[config.mk]
export PLATFORM = sky130hd
export DESIGN_NAME = cp0_exc_ctrl_flat
export DESIGN_NICKNAME = d
export VERILOG_FILES = /design/src/rtl/cp0_pkg.sv /design/src/rtl/cp0_exc_ctrl_if.sv /design/src/rtl/cp0_int_sync.sv /design/src/rtl/cp0_exc_ctrl.sv /design/src/flat_wrapper.sv
export SDC_FILE = /design/constraint.sdc
export NUM_CORES = 1
export LEC_CHECK = 0
export CAP_MARGIN = 15
export CORE_ASPECT_RATIO = 0.7
export CORE_MARGIN = 2
export CORE_UTILIZATION = 45
export CTS_BUF_LIST = sky130_fd_sc_hd__clkbuf_4
export DETAILED_ROUTE_END_ITERATION = 7
export PLACE_DENSITY = 0.83
export SLEW_MARGIN = 25
export SYNTH_ARGS = -nofsm -noshare
export SYNTH_HDL_FRONTEND = slang
export SYNTH_SLANG_ARGS = --single-unit
[constraint.sdc]
create_clock -name clk -period 3.5 [get_ports clk]
set_input_delay 0.7 -clock clk [delete_from_list [all_inputs] [get_ports clk]]
set_output_delay 0.7 -clock clk [all_outputs]
set_load 0.005 [all_outputs]
[src/rtl/cp0_pkg.sv]
// Shared CP0 constants: register numbers, field bit positions and exception codes.
package cp0_pkg;

    localparam logic [4:0] CP0_SR    = 5'd12;
    localparam logic [4:0] CP0_CAUSE = 5'd13;
    localparam logic [4:0] CP0_EPC   = 5'd14;
    localparam logic [4:0] CP0_PRID  = 5'd15;

    localparam int IE_BIT     = 0;
    localparam int EXL_BIT    = 1;
    localparam int EXCCODE_LO = 2;
    localparam int IM_LO      = 10;
    localparam int BD_BIT     = 31;

    typedef enum logic [4:0] {
        EXC_INT  = 5'd0,
        EXC_ADEL = 5'd4,
        EXC_ADES = 5'd5,
        EXC_RI   = 5'd10,
        EXC_OV   = 5'd12
    } exc_code_e;

endpackage

[src/rtl/cp0_exc_ctrl_if.sv]
// M-stage side of the CP0 exception controller: exception report, MTC0/MFC0/ERET and flush outputs.
interface cp0_exc_ctrl_if #(
    parameter int ADDR_W    = 32,
    parameter int NUM_HWINT = 6
);
    // No valid/ready pairs: every input is a single-cycle command qualified by its own strobe
    // (ExcValid, WE, EXLClr) and takes effect at the next rising edge; RData/EPCOut/ErrSignal/IntReq
    // are combinational and valid in the same cycle.
    logic [ADDR_W-1:0]    PCAddr;
    logic                 InBD;
    logic                 ExcValid;
    logic [4:0]           ExcCode;
    logic [NUM_HWINT-1:0] HWInt;
    logic                 WE;
    logic [4:0]           Addr;
    logic [31:0]          WData;
    logic                 EXLClr;
    logic [31:0]          RData;
    logic [ADDR_W-1:0]    EPCOut;
    logic                 ErrSignal;
    logic                 IntReq;

    modport master (
        output PCAddr, InBD, ExcValid, ExcCode, HWInt, WE, Addr, WData, EXLClr,
        input  RData, EPCOut, ErrSignal, IntReq
    );

    modport slave (
        input  PCAddr, InBD, ExcValid, ExcCode, HWInt, WE, Addr, WData, EXLClr,
        output RData, EPCOut, ErrSignal, IntReq
    );

endinterface

[src/rtl/cp0_int_sync.sv]
// Multi-flop synchroniser for the asynchronous hardware interrupt lines.
module cp0_int_sync #(
    parameter int W      = 6,
    parameter int STAGES = 2
) (
    input  logic         clk,
    input  logic         reset,
    input  logic [W-1:0] d,
    output logic [W-1:0] q
);

    logic [W-1:0] chain [STAGES];

    always_ff @(posedge clk or posedge reset) begin
        if (reset) begin
            for (int i = 0; i < STAGES; i++) chain[i] <= '0;
        end else begin
            chain[0] <= d;
            for (int i = 1; i < STAGES; i++) chain[i] <= chain[i-1];
        end
    end

    assign q = chain[STAGES-1];

endmodule

[src/rtl/cp0_exc_ctrl.sv]
// CP0 exception/interrupt controller: SR, Cause, EPC, PRId, interrupt arbitration and ERET target.
module cp0_exc_ctrl
    import cp0_pkg::*;
#(
    parameter int          ADDR_W      = 32,
    parameter int          NUM_HWINT   = 6,
    parameter int          SYNC_STAGES = 2,
    parameter logic [31:0] PRID_VAL    = 32'h2020_0707,
    parameter bit          EPC_BYPASS  = 1'b1
) (
    input logic         clk,
    input logic         reset,
    cp0_exc_ctrl_if.slave bus
);

    logic [NUM_HWINT-1:0] im;
    logic [NUM_HWINT-1:0] ip;
    logic                 ie;
    logic                 exl;
    logic                 bd;
    logic [4:0]           exc_code;
    logic [ADDR_W-1:0]    epc;

    logic                 int_req;
    logic                 exc_take;
    logic                 err;
    logic                 eret;
    logic                 mtc0;
    logic [ADDR_W-1:0]    epc_target;
    logic [31:0]          sr_word;
    logic [31:0]          cause_word;

    cp0_int_sync #(
        .W      (NUM_HWINT),
        .STAGES (SYNC_STAGES)
    ) u_sync (
        .clk   (clk),
        .reset (reset),
        .d     (bus.HWInt),
        .q     (ip)
    );

    // Interrupts only see registered state, so IntReq never depends on this cycle's inputs.
    assign int_req  = (|(ip & im)) & ie & ~exl;
    assign exc_take = bus.ExcValid & ~exl;
    assign err      = int_req | exc_take;
    assign eret     = bus.EXLClr & ~err;
    assign mtc0     = bus.WE & ~err;

    // A delay-slot instruction restarts at its branch; subtraction wraps modulo 2^ADDR_W.
    assign epc_target = bus.InBD ? (bus.PCAddr - ADDR_W'(4)) : bus.PCAddr;

    always_ff @(posedge clk or posedge reset) begin
        if (reset) begin
            im       <= '0;
            ie       <= 1'b0;
            exl      <= 1'b0;
            bd       <= 1'b0;
            exc_code <= '0;
            epc      <= '0;
        end else if (err) begin
            exl      <= 1'b1;
            bd       <= bus.InBD;
            epc      <= {epc_target[ADDR_W-1:2], 2'b00};
            exc_code <= int_req ? EXC_INT : bus.ExcCode;
        end else begin
            if (mtc0 && bus.Addr == CP0_SR) begin
                im  <= bus.WData[IM_LO +: NUM_HWINT];
                ie  <= bus.WData[IE_BIT];
                exl <= bus.WData[EXL_BIT] & ~bus.EXLClr;
            end else if (eret) begin
                exl <= 1'b0;
            end
            if (mtc0 && bus.Addr == CP0_EPC) begin
                epc <= {bus.WData[ADDR_W-1:2], 2'b00};
            end
        end
    end

    always_comb begin
        sr_word                          = '0;
        sr_word[IM_LO +: NUM_HWINT]      = im;
        sr_word[EXL_BIT]                 = exl;
        sr_word[IE_BIT]                  = ie;
        cause_word                       = '0;
        cause_word[BD_BIT]               = bd;
        cause_word[IM_LO +: NUM_HWINT]   = ip;
        cause_word[EXCCODE_LO +: 5]      = exc_code;
        case (bus.Addr)
            CP0_SR:    bus.RData = sr_word;
            CP0_CAUSE: bus.RData = cause_word;
            CP0_EPC:   bus.RData = 32'(epc);
            CP0_PRID:  bus.RData = PRID_VAL;
            default:   bus.RData = '0;
        endcase
    end

    // ERET in the same cycle as an MTC0 to EPC can return straight to the new value.
    assign bus.EPCOut    = (EPC_BYPASS && eret && mtc0 && bus.Addr == CP0_EPC)
                           ? ADDR_W'(bus.WData) : epc;
    assign bus.ErrSignal = err;
    assign bus.IntReq    = int_req;

endmodule
[src/flat_wrapper.sv]
// flat-port wrapper written by rule: the top's interface ports become plain ports
module cp0_exc_ctrl_flat import cp0_pkg::*;
#(
    parameter int          ADDR_W      = 32,
    parameter int          NUM_HWINT   = 6,
    parameter int          SYNC_STAGES = 2,
    parameter logic [31:0] PRID_VAL    = 32'h2020_0707,
    parameter bit          EPC_BYPASS  = 1'b1
)
  (clk, reset, bus_PCAddr, bus_InBD, bus_ExcValid, bus_ExcCode, bus_HWInt, bus_WE, bus_Addr, bus_WData, bus_EXLClr, bus_RData, bus_EPCOut, bus_ErrSignal, bus_IntReq);
  cp0_exc_ctrl_if #(.ADDR_W(ADDR_W), .NUM_HWINT(NUM_HWINT)) bus_i ();
  input logic clk;
  input logic reset;
  input wire logic [$bits(bus_i.PCAddr)-1:0] bus_PCAddr;
  input wire logic [$bits(bus_i.InBD)-1:0] bus_InBD;
  input wire logic [$bits(bus_i.ExcValid)-1:0] bus_ExcValid;
  input wire logic [$bits(bus_i.ExcCode)-1:0] bus_ExcCode;
  input wire logic [$bits(bus_i.HWInt)-1:0] bus_HWInt;
  input wire logic [$bits(bus_i.WE)-1:0] bus_WE;
  input wire logic [$bits(bus_i.Addr)-1:0] bus_Addr;
  input wire logic [$bits(bus_i.WData)-1:0] bus_WData;
  input wire logic [$bits(bus_i.EXLClr)-1:0] bus_EXLClr;
  output wire logic [$bits(bus_i.RData)-1:0] bus_RData;
  output wire logic [$bits(bus_i.EPCOut)-1:0] bus_EPCOut;
  output wire logic [$bits(bus_i.ErrSignal)-1:0] bus_ErrSignal;
  output wire logic [$bits(bus_i.IntReq)-1:0] bus_IntReq;
  assign bus_i.PCAddr = bus_PCAddr;
  assign bus_i.InBD = bus_InBD;
  assign bus_i.ExcValid = bus_ExcValid;
  assign bus_i.ExcCode = bus_ExcCode;
  assign bus_i.HWInt = bus_HWInt;
  assign bus_i.WE = bus_WE;
  assign bus_i.Addr = bus_Addr;
  assign bus_i.WData = bus_WData;
  assign bus_i.EXLClr = bus_EXLClr;
  assign bus_RData = bus_i.RData;
  assign bus_EPCOut = bus_i.EPCOut;
  assign bus_ErrSignal = bus_i.ErrSignal;
  assign bus_IntReq = bus_i.IntReq;
  cp0_exc_ctrl #(.ADDR_W(ADDR_W), .NUM_HWINT(NUM_HWINT), .SYNC_STAGES(SYNC_STAGES), .PRID_VAL(PRID_VAL), .EPC_BYPASS(EPC_BYPASS)) u_core (.clk(clk), .reset(reset), .bus(bus_i));
endmodule
# == Yosys cells after proc, flatten, opt, wreduce, memory -nomap -nowiden ==
# Index checks and enable logic that the tools add are counted.
# word_totals
ff_bits,58
inputBits,86
out_inout_bits,66
wordCells,41
# classes
add_sub_neg,1
eq_ne,4
n_mux,9
bitwise_logic,11
n_reduce_logical,8
# ops
cell,n
two-way mux 32 bit,4
case mux 32 bit (4 select lines),1
subtractor 32 x 3 -> 32 bit (second input constant),1
== test 5 x 4 -> 1 bit (second input constant),4
bitwise AND 1 bit,6
bitwise AND 6 bit,1
OR reduction 6 bit,1
two-way mux 5 bit,1
logical AND 1 bit,4
two-way mux 1 bit,3
NOT 1 bit,3
nonzero test 3 bit,1
AND reduction 2 bit,1
nonzero test 2 bit,1
OR 1 bit,1

# == Logic depth before layout (Yosys ltp) ==
# logic_depth
depth_word,10
ltp_mapped,7
depth_no_buf,7

# == Cells and area by module ==
# Synthesis repeated with hierarchy kept, for this count alone.
# hier_totals
cells_unflattened,375
area_unflattened_um2,3861.2
# by_module_without_submodules
module,instances,cells_each,area_each_um2,seq_area_each_um2
cp0_exc_ctrl,1,356,3512.1,1101.1
cp0_int_sync,1,19,349.1,300.3

# == Least setup slack after synthesis ==
# Ideal clock, no wire load.
# synth_timing
kind,input port to output port
start,in bus_Addr[4]
end,out bus_EPCOut[10]
t_arrival_ps,2279
required_ps,2800
slack_ps,521
cell_stages,6
n_path_buf,1
cell_sequence,nand3b_1 -> nor3_1 -> nand2_1 -> nor2_1 -> buf_2 -> mux2_2
# synth_between
elab_chain_cells,3
# synth_rtl
element,line,rtl
"start, declared",flat_wrapper.sv:20,input wire logic [$bits(bus_i.Addr)-1:0] bus_Addr;
== test 5 x 4 -> 1 bit,cp0_exc_ctrl.sv:99,assign bus.EPCOut = (EPC_BYPASS && eret && mtc0 && bus.Addr == CP0_EPC)
logical AND 1 bit,cp0_exc_ctrl.sv:99,
two-way mux 32 bit,cp0_exc_ctrl.sv:100,? ADDR_W'(bus.WData) : epc;
"end, declared",flat_wrapper.sv:24,output wire logic [$bits(bus_i.EPCOut)-1:0] bus_EPCOut;
# Every way passes these cells.

# == Worst setup path after layout ==
# layout_timing
start,in bus_Addr[1]
end,out bus_EPCOut[31]
# The elaborated chain is that of the path after synthesis.

==> results.rst <==
.. list-table::
   :header-rows: 1

   * - Metric
     - Value
   * - Initial DRC Count
     - 209
   * - Residual antenna-violating net count after detailed routing
     - 0
   * - Skew-Pair Late Insertion Delay
     - roughly 400 ps
   * - Maximum number of pins on one net before global-route repair
     - 63
   * - Maximum level of the CTS H-tree
     - 2
   * - Worst-case hold slack
     - 373 ps
   * - Leading cell types by total area after synthesis
     - sky130_fd_sc_hd__dfrtp_1 (38%), sky130_fd_sc_hd__mux2_2 (11%), sky130_fd_sc_hd__xor2_1 (5.9%)
   * - Finish-stage setup viols
     - 0
   * - Status
     - completed
   * - Routability cong.
     - 0.861
   * - Min setup slack post-route
     - 57.6 ps
   * - Number of nets in the layout
     - between 600 and 700
   * - Class of the most critical setup path
     - in -> out
   * - Unrepaired setup endpoints after global routing
     - true
   * - DIE WIDTH
     - between 100 and 150 µm
   * - Data required time of the critical path
     - 2800 ps
   * - Final HPWL DP
     - 8850 µm
   * - Routed wire length
     - roughly 12000 µm
   * - Clock slew seen by the registers of the worst setup and hold paths
     - 170 ps
   * - Hold buffer count at cts
     - 0
   * - Proportion of netlist area held by the largest area contributor
     - a little under two fifths
   * - Number of antenna violations at the first check in global routing
     - 0
   * - Initial Utilization
     - approximately 47%
   * - CTS Buf Count
     - 5
   * - Min Clock Period, post-route
     - 3440 ps
   * - Cells along the critical path
     - clkdlybuf4s50_1 > inv_1 > nor3_2 > nand2_1 > nor2_4 > buf_12 > mux2_2 > clkdlybuf4s50_1
   * - Count of inserted antenna diode cells
     - 0
   * - Global route overflow
     - 0
   * - Cell area after synthesis
     - 0.00373 mm²
   * - Post-synth EDFFs
     - 0
   * - Yosys cell types
     - 47
   * - Library cell with the largest summed area after synthesis
     - sky130_fd_sc_hd__dfrtp_1
   * - Max-slew violation count
     - 0
   * - Post-synthesis net count
     - 481
   * - Fraction of final layout cells sized beyond drive strength 1
     - 13.9%
   * - Total global routing track utilization
     - 24.5%
   * - Number of warning messages in the yosys log
     - 0
   * - Global-route wire length before repair
     - 17600 µm
   * - Height of the die
     - 80.1 µm
   * - Vias in the first global route
     - 3493
   * - Top_reg_cell synth
     - sky130_fd_sc_hd__dfrtp_1
   * - Total number of vias
     - 3607
   * - Worst min-delay path class
     - reg -> reg
   * - Slew @ Worst Pin
     - 722 ps
   * - Standard-cell row count
     - 27
   * - Highest fanout seen on the critical path
     - 23
   * - Core outline area
     - approximately 0.0079 mm²
   * - Cell type with the highest occurrence count on the critical path
     - sky130_fd_sc_hd__clkdlybuf4s50_1
   * - TritonCTS clock tree
     - built
   * - Port Buf Inserts
     - 149
   * - Worst-case clock skew
     - roughly 17 ps
   * - Post-detailed-route DRC marker count
     - 0
   * - Total die area
     - about 0.0090 mm²
   * - Most frequent standard cell in the layout excluding fill and tap cells
     - sky130_fd_sc_hd__clkdlybuf4s50_1
   * - Commonest cells after routing, fill and taps aside
     - sky130_fd_sc_hd__clkdlybuf4s50_1 (127), sky130_fd_sc_hd__dfrtp_1 (56), sky130_fd_sc_hd__nor2_1 (40)
   * - WL/cell
     - 18.0 µm
   * - TritonCTS sink count
     - 56
   * - Slowest-stage cell, CP
     - sky130_fd_sc_hd__clkdlybuf4s50_1
   * - Crit start category
     - input port
   * - Largest incremental delay on the critical path
     - 500 ps
   * - Routed via count divided by cell count
     - 5.63
   * - Final Hold Vio Count
     - 0
   * - Max-Slew Margin vs Limit
     - 51.8%
   * - Max-cap viol count
     - 0
   * - Share of flip-flops with an asynchronous set or reset
     - between 90% and 100%
   * - Sequential cell area fraction in the yosys report
     - a little under two fifths
   * - Average footprint of a synthesized cell
     - between 9 and 10 µm²
   * - Maximum clock frequency
     - between 0.2 and 0.3 GHz
   * - Number of cells produced by synthesis
     - 394
   * - Leakage power
     - 2.23 nW
   * - P&R area growth vs syn
     - 46.7%
   * - Number of top-level pins
     - 152
   * - Part of the cycle the worst path needs
     - 98.4%
   * - Clk root buf
     - sky130_fd_sc_hd__clkbuf_4
   * - Total power divided by cell area
     - 477 mW/mm²
   * - Type of destination of the critical path
     - output pin
   * - CTS max path bufs
     - 2
   * - Peak ir drop on the vdd network
     - 0.267 mV
   * - Worst setup timing slack at the placement stage
     - 31.0 ps
   * - Drt first pass iters
     - 6
   * - Flip-flop and latch count after synthesis
     - 56
   * - Worst path arrival time
     - around 2700 ps
## Yosys cell counts, types with 2 or more instances
library cell and instances:
sky130_fd_sc_hd__a211oi_1 21, sky130_fd_sc_hd__clkbuf_8 2, sky130_fd_sc_hd__a31oi_1 2, sky130_fd_sc_hd__o31ai_1 2
sky130_fd_sc_hd__nor2_1 41, sky130_fd_sc_hd__xor2_1 25, sky130_fd_sc_hd__mux2i_1 21, sky130_fd_sc_hd__and2_1 17
sky130_fd_sc_hd__o21ai_0 13, sky130_fd_sc_hd__nand2_1 20, sky130_fd_sc_hd__or4_1 2, sky130_fd_sc_hd__or3_2 3
sky130_fd_sc_hd__nor2b_1 23, sky130_fd_sc_hd__dfrtp_1 56, sky130_fd_sc_hd__clkbuf_1 15, sky130_fd_sc_hd__nand3_1 4
sky130_fd_sc_hd__nand4_1 5, sky130_fd_sc_hd__inv_1 5, sky130_fd_sc_hd__a21oi_1 26, sky130_fd_sc_hd__buf_1 2
sky130_fd_sc_hd__nand3b_1 4, sky130_fd_sc_hd__a22oi_1 8, sky130_fd_sc_hd__nor3_1 8, sky130_fd_sc_hd__nor4b_1 4
sky130_fd_sc_hd__mux2_2 38, sky130_fd_sc_hd__nand2b_1 2, sky130_fd_sc_hd__buf_2 5
## registers in the layout, summed over array words and instances, names as in the netlist
signal               count
u_core.im                6
u_core.u_sync.chain      6
u_core.ie                1
u_core.bd                1
u_core.exl               1
u_core.epc              30
u_core.u_sync.q          6
u_core.exc_code          5
## path summary, 6_finish.rpt
check                                  startpoint                 end  slack [ps]  cells past startpoint
max                                   bus_Addr[1]      bus_EPCOut[31]          60                      8
min                        u_core.u_sync.chain[8]  u_core.u_sync.q[2]         370                      0
max reg2reg                          u_core.im[4]        u_core.im[0]        1170                      6
min reg2reg                u_core.u_sync.chain[8]  u_core.u_sync.q[2]         370                      0
max in group asynchronous                   reset      u_core.epc[10]        2320                      3
min in group asynchronous                   reset  u_core.u_sync.q[3]         580                      2
## logic make-up after synthesis
family	Yosys count	synth area share, %
simple gates	146	22.2
buf+inv	31	4.16
fa+ha+maj	1	0.336
xor+xnor	26	6.11
mux	59	17.1
compound gates	75	12.4
flops	56	37.6
## layer usage
layer | part of all wire (%) | track usage [%] | wire (µm) | vias up
met5 | 0 | 0 | 0 | -
met4 | 1.2 | 5.12 | 135 | 0
met3 | 7.6 | 4.60 | 879 | 10
met2 | 47 | 41.4 | 5450 | 160
met1 | 44 | 33.0 | 5080 | 1756
li1 | - | - | - | 1681
## metrics by stage
stage / power [mW] / utilization (%) / instances / setup TNS [ps] / instance area (µm²)
final: 2.61 / 68.9 / 641 / 0 / 5470
after detailed placement: 2.33 / 67.3 / 633 / 0 / 5350
after floorplan: 1.66 / - / 394 / 0 / 3730
after global placement: 2.28 / 67.3 / 633 / 0 / 5350
after global routing: 2.78 / 68.9 / 641 / -112 / 5470
after CTS: 2.66 / 68.2 / 641 / 0 / 5410
## worst max-delay path, delay by kind of cell
family                 cells  cell delay (ps)
buffers and inverters      4             1220
multiplexers               1              360
AND/OR/NAND/NOR            3              450
## cell type report
type                       instances  area, µm²
clock buffer                       5       37.5
clock inverter                     3       28.8
fill                             622       2470
inverter                           5       18.8
multi-input combinational        307       2180
sequential                        56       1400
tap                              101        126
timing repair buffer             164       1670
## power by group
group,leakage [nW],total (mW),switching (mW),internal (mW)
Clock,0.0381,0.323,0.234,0.0894
Sequential,0.658,1.06,0.187,0.874
Combinational,1.53,1.22,0.492,0.732
## timing repair
| item | 4_1_cts | 5_1_grt |
|---|---|---|
| endpoints found under the hold margin | 0 | 0 |
| endpoints found under the setup margin | 0 | 30 |
| resized for setup | 0 | 22 |
| setup buffers | 0 | 0 |
Note: power is estimated with default switching activity, not from simulation.
